## src/rtl/mem_arbiter_if.sv

```systemverilog
// Request, response and block-memory signals of the two-port memory arbiter.
// The arbiter takes the slave side; the core and the memory take the master side.
interface mem_arbiter_if #(
    parameter int ADDR_W = 10
);
    logic              P0_VALID;
    logic              P0_READY;
    logic [31:0]       P0_ADDR;
    logic              P0_WE;
    logic [31:0]       P0_WDATA;
    logic [3:0]        P0_WSTRB;

    logic              P1_VALID;
    logic              P1_READY;
    logic [31:0]       P1_ADDR;
    logic              P1_WE;
    logic [31:0]       P1_WDATA;
    logic [3:0]        P1_WSTRB;

    logic              P0_RSP_VALID;
    logic              P1_RSP_VALID;
    logic [31:0]       RSP_DATA;

    logic              MEM_ENABLED;
    logic [ADDR_W-1:0] ADDRESS;
    logic              WRITE_ENABLE;
    logic [31:0]       WRITE_DATA;
    logic [31:0]       READ_DATA;

    modport slave (
        input  P0_VALID, P0_ADDR, P0_WE, P0_WDATA, P0_WSTRB,
        input  P1_VALID, P1_ADDR, P1_WE, P1_WDATA, P1_WSTRB,
        input  READ_DATA,
        output P0_READY, P1_READY,
        output P0_RSP_VALID, P1_RSP_VALID, RSP_DATA,
        output MEM_ENABLED, ADDRESS, WRITE_ENABLE, WRITE_DATA
    );

    modport master (
        output P0_VALID, P0_ADDR, P0_WE, P0_WDATA, P0_WSTRB,
        output P1_VALID, P1_ADDR, P1_WE, P1_WDATA, P1_WSTRB,
        output READ_DATA,
        input  P0_READY, P1_READY,
        input  P0_RSP_VALID, P1_RSP_VALID, RSP_DATA,
        input  MEM_ENABLED, ADDRESS, WRITE_ENABLE, WRITE_DATA
    );
endinterface

```

## src/rtl/mem_arbiter.sv

```systemverilog
// Two-port round-robin arbiter in front of a 1-cycle-read block memory.
// Partial-word stores are sequenced as a read followed by a merged full-word write.
module mem_arbiter #(
    parameter int ADDR_W = 10
) (
    input  logic         CLK,
    input  logic         RST,
    mem_arbiter_if.slave bus
);

    typedef enum logic {ACCEPT, RMW_WR} state_t;

    typedef struct packed {
        logic [31:0] addr;
        logic        we;
        logic [31:0] wdata;
        logic [3:0]  wstrb;
    } req_t;

    req_t              req [2];
    req_t              gr;
    logic [1:0]        vld;
    logic              gnt_port;
    logic [1:0]        ready;
    logic              mem_en;
    logic              mem_we;
    logic [ADDR_W-1:0] mem_addr;
    logic [31:0]       mem_wdata;
    logic [31:0]       merged;
    logic              unused_addr_bits;

    state_t            state_q, state_d;
    logic              last_gnt_q, last_gnt_d;
    logic [1:0]        rsp_vld_q, rsp_vld_d;
    logic              rsp_rd_q, rsp_rd_d;
    logic [ADDR_W-1:0] rmw_addr_q, rmw_addr_d;
    logic [31:0]       rmw_wdata_q, rmw_wdata_d;
    logic [3:0]        rmw_wstrb_q, rmw_wstrb_d;
    logic              rmw_port_q, rmw_port_d;

    assign req[0] = {bus.P0_ADDR, bus.P0_WE, bus.P0_WDATA, bus.P0_WSTRB};
    assign req[1] = {bus.P1_ADDR, bus.P1_WE, bus.P1_WDATA, bus.P1_WSTRB};
    assign vld    = {bus.P1_VALID, bus.P0_VALID};

    // Round-robin only matters on conflict; a lone requester always wins.
    assign gnt_port = (&vld) ? ~last_gnt_q : vld[1];
    assign gr       = req[gnt_port];

    // Only the word-address bits reach the memory.
    assign unused_addr_bits = ^{gr.addr[31:ADDR_W+2], gr.addr[1:0]};

    for (genvar b = 0; b < 4; b++) begin : g_byte
        assign merged[8*b +: 8] = rmw_wstrb_q[b] ? rmw_wdata_q[8*b +: 8]
                                                 : bus.READ_DATA[8*b +: 8];
    end

    always_comb begin
        state_d     = state_q;
        last_gnt_d  = last_gnt_q;
        rsp_vld_d   = '0;
        rsp_rd_d    = 1'b0;
        rmw_addr_d  = rmw_addr_q;
        rmw_wdata_d = rmw_wdata_q;
        rmw_wstrb_d = rmw_wstrb_q;
        rmw_port_d  = rmw_port_q;
        ready       = '0;
        mem_en      = 1'b0;
        mem_we      = 1'b0;
        mem_addr    = gr.addr[ADDR_W+1:2];
        mem_wdata   = gr.wdata;

        case (state_q)
            ACCEPT: begin
                if (!RST && (|vld)) begin
                    ready[gnt_port] = 1'b1;
                    last_gnt_d      = gnt_port;
                    if (!gr.we) begin
                        mem_en              = 1'b1;
                        rsp_vld_d[gnt_port] = 1'b1;
                        rsp_rd_d            = 1'b1;
                    end else if (gr.wstrb == 4'hF) begin
                        mem_en              = 1'b1;
                        mem_we              = 1'b1;
                        rsp_vld_d[gnt_port] = 1'b1;
                    end else if (gr.wstrb == 4'h0) begin
                        rsp_vld_d[gnt_port] = 1'b1;
                    end else begin
                        // Fetch the old word now; the merge happens next cycle.
                        mem_en      = 1'b1;
                        rmw_addr_d  = gr.addr[ADDR_W+1:2];
                        rmw_wdata_d = gr.wdata;
                        rmw_wstrb_d = gr.wstrb;
                        rmw_port_d  = gnt_port;
                        state_d     = RMW_WR;
                    end
                end
            end
            RMW_WR: begin
                mem_en                = 1'b1;
                mem_we                = 1'b1;
                mem_addr              = rmw_addr_q;
                mem_wdata             = merged;
                rsp_vld_d[rmw_port_q] = 1'b1;
                state_d               = ACCEPT;
            end
            default: state_d = ACCEPT;
        endcase
    end

    always_ff @(posedge CLK or posedge RST) begin
        if (RST) begin
            state_q     <= ACCEPT;
            last_gnt_q  <= 1'b1;
            rsp_vld_q   <= '0;
            rsp_rd_q    <= 1'b0;
            rmw_addr_q  <= '0;
            rmw_wdata_q <= '0;
            rmw_wstrb_q <= '0;
            rmw_port_q  <= 1'b0;
        end else begin
            state_q     <= state_d;
            last_gnt_q  <= last_gnt_d;
            rsp_vld_q   <= rsp_vld_d;
            rsp_rd_q    <= rsp_rd_d;
            rmw_addr_q  <= rmw_addr_d;
            rmw_wdata_q <= rmw_wdata_d;
            rmw_wstrb_q <= rmw_wstrb_d;
            rmw_port_q  <= rmw_port_d;
        end
    end

    assign bus.P0_READY     = ready[0];
    assign bus.P1_READY     = ready[1];
    assign bus.P0_RSP_VALID = rsp_vld_q[0];
    assign bus.P1_RSP_VALID = rsp_vld_q[1];
    // Write responses carry zero; read data comes straight off the memory.
    assign bus.RSP_DATA     = rsp_rd_q ? bus.READ_DATA : '0;
    assign bus.MEM_ENABLED  = mem_en;
    assign bus.WRITE_ENABLE = mem_we;
    assign bus.ADDRESS      = mem_addr;
    assign bus.WRITE_DATA   = mem_wdata;

endmodule

```

## src/flat_wrapper.sv

```systemverilog
// flat-port wrapper written by rule: the top's interface ports become plain ports
module mem_arbiter_flat 
#(
    parameter int ADDR_W = 10
)
  (CLK, RST, bus_P0_VALID, bus_P0_ADDR, bus_P0_WE, bus_P0_WDATA, bus_P0_WSTRB, bus_P1_VALID, bus_P1_ADDR, bus_P1_WE, bus_P1_WDATA, bus_P1_WSTRB, bus_READ_DATA, bus_P0_READY, bus_P1_READY, bus_P0_RSP_VALID, bus_P1_RSP_VALID, bus_RSP_DATA, bus_MEM_ENABLED, bus_ADDRESS, bus_WRITE_ENABLE, bus_WRITE_DATA);
  mem_arbiter_if #(.ADDR_W(ADDR_W)) bus_i ();
  input  logic CLK;
  input  logic RST;
  input wire logic [$bits(bus_i.P0_VALID)-1:0] bus_P0_VALID;
  input wire logic [$bits(bus_i.P0_ADDR)-1:0] bus_P0_ADDR;
  input wire logic [$bits(bus_i.P0_WE)-1:0] bus_P0_WE;
  input wire logic [$bits(bus_i.P0_WDATA)-1:0] bus_P0_WDATA;
  input wire logic [$bits(bus_i.P0_WSTRB)-1:0] bus_P0_WSTRB;
  input wire logic [$bits(bus_i.P1_VALID)-1:0] bus_P1_VALID;
  input wire logic [$bits(bus_i.P1_ADDR)-1:0] bus_P1_ADDR;
  input wire logic [$bits(bus_i.P1_WE)-1:0] bus_P1_WE;
  input wire logic [$bits(bus_i.P1_WDATA)-1:0] bus_P1_WDATA;
  input wire logic [$bits(bus_i.P1_WSTRB)-1:0] bus_P1_WSTRB;
  input wire logic [$bits(bus_i.READ_DATA)-1:0] bus_READ_DATA;
  output wire logic [$bits(bus_i.P0_READY)-1:0] bus_P0_READY;
  output wire logic [$bits(bus_i.P1_READY)-1:0] bus_P1_READY;
  output wire logic [$bits(bus_i.P0_RSP_VALID)-1:0] bus_P0_RSP_VALID;
  output wire logic [$bits(bus_i.P1_RSP_VALID)-1:0] bus_P1_RSP_VALID;
  output wire logic [$bits(bus_i.RSP_DATA)-1:0] bus_RSP_DATA;
  output wire logic [$bits(bus_i.MEM_ENABLED)-1:0] bus_MEM_ENABLED;
  output wire logic [$bits(bus_i.ADDRESS)-1:0] bus_ADDRESS;
  output wire logic [$bits(bus_i.WRITE_ENABLE)-1:0] bus_WRITE_ENABLE;
  output wire logic [$bits(bus_i.WRITE_DATA)-1:0] bus_WRITE_DATA;
  assign bus_i.P0_VALID = bus_P0_VALID;
  assign bus_i.P0_ADDR = bus_P0_ADDR;
  assign bus_i.P0_WE = bus_P0_WE;
  assign bus_i.P0_WDATA = bus_P0_WDATA;
  assign bus_i.P0_WSTRB = bus_P0_WSTRB;
  assign bus_i.P1_VALID = bus_P1_VALID;
  assign bus_i.P1_ADDR = bus_P1_ADDR;
  assign bus_i.P1_WE = bus_P1_WE;
  assign bus_i.P1_WDATA = bus_P1_WDATA;
  assign bus_i.P1_WSTRB = bus_P1_WSTRB;
  assign bus_i.READ_DATA = bus_READ_DATA;
  assign bus_P0_READY = bus_i.P0_READY;
  assign bus_P1_READY = bus_i.P1_READY;
  assign bus_P0_RSP_VALID = bus_i.P0_RSP_VALID;
  assign bus_P1_RSP_VALID = bus_i.P1_RSP_VALID;
  assign bus_RSP_DATA = bus_i.RSP_DATA;
  assign bus_MEM_ENABLED = bus_i.MEM_ENABLED;
  assign bus_ADDRESS = bus_i.ADDRESS;
  assign bus_WRITE_ENABLE = bus_i.WRITE_ENABLE;
  assign bus_WRITE_DATA = bus_i.WRITE_DATA;
  mem_arbiter #(.ADDR_W(ADDR_W)) u_core (.CLK(CLK), .RST(RST), .bus(bus_i));
endmodule
```

## config.mk

```make
export PLATFORM = sky130hd
export DESIGN_NAME = mem_arbiter_flat
export DESIGN_NICKNAME = d
export VERILOG_FILES = /design/src/rtl/mem_arbiter_if.sv /design/src/rtl/mem_arbiter.sv /design/src/flat_wrapper.sv
export SDC_FILE = /design/constraint.sdc
export NUM_CORES = 1
export LEC_CHECK = 0
export CAP_MARGIN = 20
export CELL_PAD_IN_SITES_DETAIL_PLACEMENT = 1
export CELL_PAD_IN_SITES_GLOBAL_PLACEMENT = 2
export CORE_MARGIN = 2
export CORE_UTILIZATION = 20
export CTS_BUF_LIST = sky130_fd_sc_hd__clkbuf_8 sky130_fd_sc_hd__clkbuf_16
export DETAILED_ROUTE_END_ITERATION = 12
export PLACE_DENSITY = 0.88
export SLEW_MARGIN = 20
export SYNTH_ARGS = -nofsm -noshare
export SYNTH_HDL_FRONTEND = slang
export SYNTH_SLANG_ARGS = --single-unit
```

## constraint.sdc

```tcl
create_clock -name CLK -period 4.15 [get_ports CLK]
set_clock_uncertainty 0.1 [all_clocks]
set_input_delay 0.415 -clock CLK [delete_from_list [all_inputs] [get_ports CLK]]
set_output_delay 0.415 -clock CLK [all_outputs]
set_load 0.02 [all_outputs]
```

[After elaboration in Yosys (flattened, before gate mapping)]
Cells that the tools add are included.
Word-level totals
  register bits: 52
  input bits: 174
  output and inout port bits: 80
  logic and storage cells: 66
Operators by class
  $lt $le $gt $ge: 5
  eq/ne operators: 1
  multiplexer cells: 38
  bitwise operators: 5
  reduce and logical (&&, ||, !) cells: 9
Operators by type and width (count)
  49-bit 2-to-1 mux: 3
  32-bit 2-to-1 mux: 2
  8-bit 2-to-1 mux: 4
  1-bit 2-to-1 mux: 16
  2-bit 2-to-1 mux: 6
  10-bit 2-to-1 mux: 1
  1-bit case mux with 2 select lines: 3
  5-bit AND reduction: 1
  4-bit == test (second input constant): 1
  4-bit zero test: 1
  1-bit by 2-bit less-than comparator with 1-bit output (second input constant): 2
  1-bit inverter: 4
  2-bit case mux with 2 select lines: 1
  2-bit AND reduction: 2
  1-bit logical AND: 3
  1-bit demux with 1-bit select: 2
  1-bit greater-or-equal comparator (second input constant): 2
  2-bit greater-or-equal comparator (second input constant): 1
  1-bit inverter with 2-bit output: 1
  2-bit OR reduction: 1
  1-bit zero test: 1

[Depth between registers and ports, before layout]
  depth in word-level cells: 12
  gate-level depth with buffers: 7
  depth with buffers taken out: 4

[Worst setup path before layout]
Ideal clock, no wire load.
  path kind: reg2out
  from: reg u_core.last_gnt_q
  to: out bus_MEM_ENABLED
  arrival time: 1.753 ns
  required time: 3.635 ns
  slack: 1.882 ns
  cell stages (with the launch flop): 6
  buffers on the path: 2
  cell sequence: dfstp_2 a21bo_2 clkbuf_1 clkbuf_1 nor3_1 o31ai_1
On the way
  longest elaborated chain between the ends: 12
  elaborated cells on any way between the ends: 13
  those cells by class: eq/ne: 1; mux: 9; bitwise: 2; reduce/logical: 1
RTL lines
  start, declared: RTL line mem_arbiter.sv:33  | logic last_gnt_q, last_gnt_d;
  start signal, assigned: RTL line mem_arbiter.sv:122  | last_gnt_q <= last_gnt_d;
  1-bit inverter (*): RTL line mem_arbiter.sv:46  | assign gnt_port = (&vld) ? ~last_gnt_q : vld[1];
  1-bit 2-to-1 mux (*): RTL line mem_arbiter.sv:46
  1-bit inverter with 2-bit output (implied by the code) (*): RTL line mem_arbiter.sv:47  | assign gr = req[gnt_port];
  49-bit 2-to-1 mux (implied by the code) (*) (3 in a row): RTL line mem_arbiter.sv:47
  4-bit zero test: RTL line mem_arbiter.sv:85  | end else if (gr.wstrb == 4'h0) begin
  1-bit 2-to-1 mux: RTL line mem_arbiter.sv:85
  1-bit 2-to-1 mux: RTL line mem_arbiter.sv:81  | end else if (gr.wstrb == 4'hF) begin
  1-bit 2-to-1 mux (*): RTL line mem_arbiter.sv:77  | if (!gr.we) begin
  1-bit 2-to-1 mux (*): RTL line mem_arbiter.sv:74  | if (!RST && (|vld)) begin
  1-bit case mux with 2 select lines (*): RTL line mem_arbiter.sv:72  | case (state_q)
  end, declared: RTL line flat_wrapper.sv:26  | output wire logic [$bits(bus_i.MEM_ENABLED)-1:0] bus_MEM_ENABLED;
Mark *: on every way between the ends. The rest lies on a longest branch, timed or not. The select of a mux whose other input is x is not followed.

[Worst setup path in the final report]
  from: in bus_P0_VALID
  to: out bus_ADDRESS[4]
On the way
  longest elaborated chain between the ends: 7
RTL lines
  start, declared: RTL line flat_wrapper.sv:10  | input wire logic [$bits(bus_i.P0_VALID)-1:0] bus_P0_VALID;
  2-bit AND reduction: RTL line mem_arbiter.sv:46
  1-bit 2-to-1 mux: RTL line mem_arbiter.sv:46
  1-bit inverter with 2-bit output (implied by the code): RTL line mem_arbiter.sv:47
  49-bit 2-to-1 mux (implied by the code) (3 in a row): RTL line mem_arbiter.sv:47
  10-bit 2-to-1 mux: RTL line mem_arbiter.sv:72
  end, declared: RTL line flat_wrapper.sv:27  | output wire logic [$bits(bus_i.ADDRESS)-1:0] bus_ADDRESS;
Every way passes these cells. The select of a mux whose other input is x is not followed.

==> impl_metrics.py <==
metrics = {
    "outcome": {
        "status": "complete, no violations",
    },
    "cts": {
        "cts-htree-levels": 2,
        "root_buffer": "clkbuf_16",
        "cts.path.max_buffers": 2,
        "cts_resized": 0,
        "cts_setup_buffers": 0,
        "cts_hold_buf": 0,
        "cts.sinks": 52,
        "clk_latency_ns": 0.30,
        "cts_tree": "done",
        "clk_pin_slew_ns": 0.07,
        "cts_inserted_buffers": 5,
    },
    "min_path": {
        "worstHoldStart": "u_core.rmw_wdata_q[4]$_DFFE_PP0P_",
        "holdPathEnd": "u_core.rmw_wdata_q[4]$_DFFE_PP0P_",
        "hold_class": "reg2reg",
        "worstHoldPathCells": 1,
    },
    "grt": {
        "grt_max_degree": 67,
        "antenna_found_initial": 0,
        "grt_overflow": 0,
        "grt_use_total": 0.142,
        "grt_pass1_vias": 4431,
        "grt_pass1_wl_um": 22700,
    },
    "sta": {
        "hold_ws_ns": 0.391,
        "hold_violations": 0,
        "finalSetupTns_ns": 0,
        "relSlewSlack": 0.545,
        "maxSlewViolCount": 0,
        "setup_viol": 0,
        "max_freq_mhz": 288,
        "rsz0062_at_grt": "false",
        "tightest_slew_ns": 0.683,
        "layout_setup_ws_ns": 0.679,
        "min_period_ns": 3.47,
        "post-route-period-util": 0.836,
    },
    "die": {
        "die_h_um": 142,
        "rows": 50,
        "core-area_mm2": 0.0187,
        "dieArea_mm2": 0.0202,
        "start_util": 0.204,
        "fp.dieW_um": 142,
        "ioPinCount": 254,
    },
    "critical_path": {
        "path_max_fanout": 27,
        "reg2reg_slack_ns": 1.58,
        "reg2reg_from": "u_core.last_gnt_q$_DFFE_PP1P_",
        "crit_family": "buffers and inverters",
        "cp.required_ns": 3.63,
        "critPathKind": "in2out",
        "r2r-end": "u_core.rmw_wstrb_q[2]$_DFFE_PP0P_",
        "rr_worst_depth": 5,
        "path_buf_inv": 3,
        "crit_path_start_kind": "input port",
        "cp_slowest_cell": "clkdlybuf4s50_1",
        "worstSetupEndpointType": "primary output",
        "cp_slowest_stage_delay_ns": 0.61,
        "cp.arrival_ns": 2.96,
        "critical_path.cell_chain": "clkdlybuf4s50_1, a21bo_2, buf_4, nand2_1, nand2_1, mux2_2, clkdlybuf4s50_1",
    },
    "layout": {
        "nets": 808,
        "nFillCells": 2227,
        "antenna_cells": 0,
        "drive_above_1_share": 0.115,
        "area_growth_syn_to_layout_pct": 65.2,
    },
    "synth": {
        "synth_compound_area_frac": 0.0877,
        "synth_top_area_frac": 0.335,
        "synth_ff_type": "dfrtp_1",
        "syn_nets": 615,
        "synth_edf_count": 0,
        "synth_cell_type_count": 31,
        "synthXorXnorAreaFrac": 0,
        "synth_top_area_cell": "dfrtp_1",
        "synth_top_family_by_area": "multiplexers",
        "syn_inst": 441,
        "ys_top_cells_by_area": "dfrtp_1 (34%), nand2_1 (17%), mux2_4 (11%), mux2i_1 (8.4%), o21a_1 (6.3%)",
        "async_reset_ff_frac": 1.00,
        "synth_adder_area_share": 0,
        "avgSynthCellArea_um2": 8.64,
        "muxShareOfSynthArea": 0.278,
        "synth-simple-area-share": 0.249,
        "synth_seq_cells": 52,
        "yosysSeqAreaShare": 0.342,
        "yosys_warnings": 0,
        "synthesis.area_mm2": 0.00381,
    },
    "routing": {
        "wirelength_um": 14400,
        "drtPass1Iterations": 6,
        "routed-via-count": 3858,
        "vias_per_cell": 4.44,
        "drc": 0,
        "drtIter0Drc": 114,
        "avgRoutedWirePerCell_um": 16.6,
        "drtAntennaViolNets": 0,
    },
    "run": {
        "maxCapViolations": 0,
    },
    "place": {
        "dp_worst_setup_slack_ns": 0.650,
        "routabilityCongestion": 0.777,
        "hpwlAfterDp_um": 11000,
        "portBuffers": 209,
    },
    "pwr": {
        "p_total_w": 0.00229,
        "leakagePower_nw": 2.73,
        "vdd_ir_drop_max_v": 0.000134,
        "cellPowerDensity_mw_per_mm2": 364,
    },
}
-- worst reg2reg max path: cells and delay by family, from the launching register on --
family / cells / cell delay (ns)
flip-flops: 1 / 0.57
multiplexers: 1 / 0.41
AO/OA/AOI/OAI: 2 / 0.73
AND/OR/NAND/NOR: 1 / 0.26
buffers and inverters: 1 / 0.39
-- report_power, final --
group          leakage (nW)  switching, W  total, W  internal (W)
clock network        0.0850      0.000191  0.000473      0.000282
registers             0.627      0.000153  0.000821      0.000668
logic                  2.02      0.000408  0.000998      0.000590
-- cell type report --
cell class,instances,area (um2),share of cell area
flip-flops and latches,52,1310,0.207
inverters,4,15.0,0.00239
repair buffers,217,2150,0.342
clock inverters,3,38.8,0.00617
well taps,234,293,0.0465
multi-input cells,354,2360,0.375
clock buffers,5,125,0.0199
-- placed cells by master (no fill, tap or decap), types with 2 or more instances in the layout --
cell type / instances
dfrtp_1: 49
o21ai_0: 2
nor2_1: 4
or4_4: 2
a21oi_1: 2
nor3_1: 2
and2_1: 32
and3_1: 2
mux2i_1: 32
a21o_1: 2
mux2_1: 7
mux2_2: 20
clkbuf_16: 5
buf_4: 8
dfrtp_2: 2
inv_1: 4
nand4_1: 4
mux2_4: 29
nand2_1: 172
clkdlybuf4s50_1: 209
o21a_1: 32
-- flip-flops by register name (all words and copies together), names as in the netlist --
signal / cells
u_core.rmw_wdata_q: 32
u_core.rmw_port_q: 1
u_core.state_q: 1
u_core.rsp_rd_q: 1
u_core.rmw_addr_q: 10
u_core.rmw_wstrb_q: 4
u_core.last_gnt_q: 1
u_core.rsp_vld_q: 2
-- stage by stage --
step / std cells / area (um2) / util
CTS: 869 / 6290 / 0.336
floorplan: 441 / 3810 / -
finish: 869 / 6290 / 0.336
global placement: 861 / 6130 / 0.327
detailed placement: 861 / 6130 / 0.327
global route: 869 / 6290 / 0.336
-- worst max-delay path by stage --
stage                                             start                end  slack, ns  cells past startpoint
after floorplan           u_core.last_gnt_q$_DFFE_PP1P_    bus_MEM_ENABLED       1.88                      5
after global placement                     bus_P0_VALID  bus_WRITE_DATA[3]       0.69                      7
after detailed placement                   bus_P0_VALID     bus_ADDRESS[4]       0.65                      7
after CTS                                  bus_P0_VALID     bus_ADDRESS[4]       0.64                      7
after global routing                       bus_P0_VALID     bus_ADDRESS[6]       0.51                      7
final                                      bus_P0_VALID     bus_ADDRESS[4]       0.68                      7
-- layer usage --
metal / global-route usage / part of all wire / vias to the layer above
li1: - / - / 1845
met2: 0.270 / 0.53 / 117
met4: 0.0500 / 0.015 / 0
met3: 0.0236 / 0.049 / 12
met5: 0 / 0 / -
met1: 0.160 / 0.41 / 1884
-- synth_stat cells (2+ instances only) --
cell type	number
a21o_1	2
a21oi_1	3
and2_1	32
and3_1	2
buf_1	2
buf_6	4
clkbuf_1	24
dfrtp_1	51
inv_1	4
mux2_1	7
mux2_2	20
mux2_4	29
mux2i_1	32
nand2_1	172
nand4_1	4
nor2_1	4
nor3_1	2
o21a_1	32
o21ai_0	2
or4_4	2
-- cell families after synthesis --
family / count (synthesis)
mux: 88
flops: 52
compound gates: 45
buf+inv: 35
simple gates: 221
(Power assumes the default switching activity.)
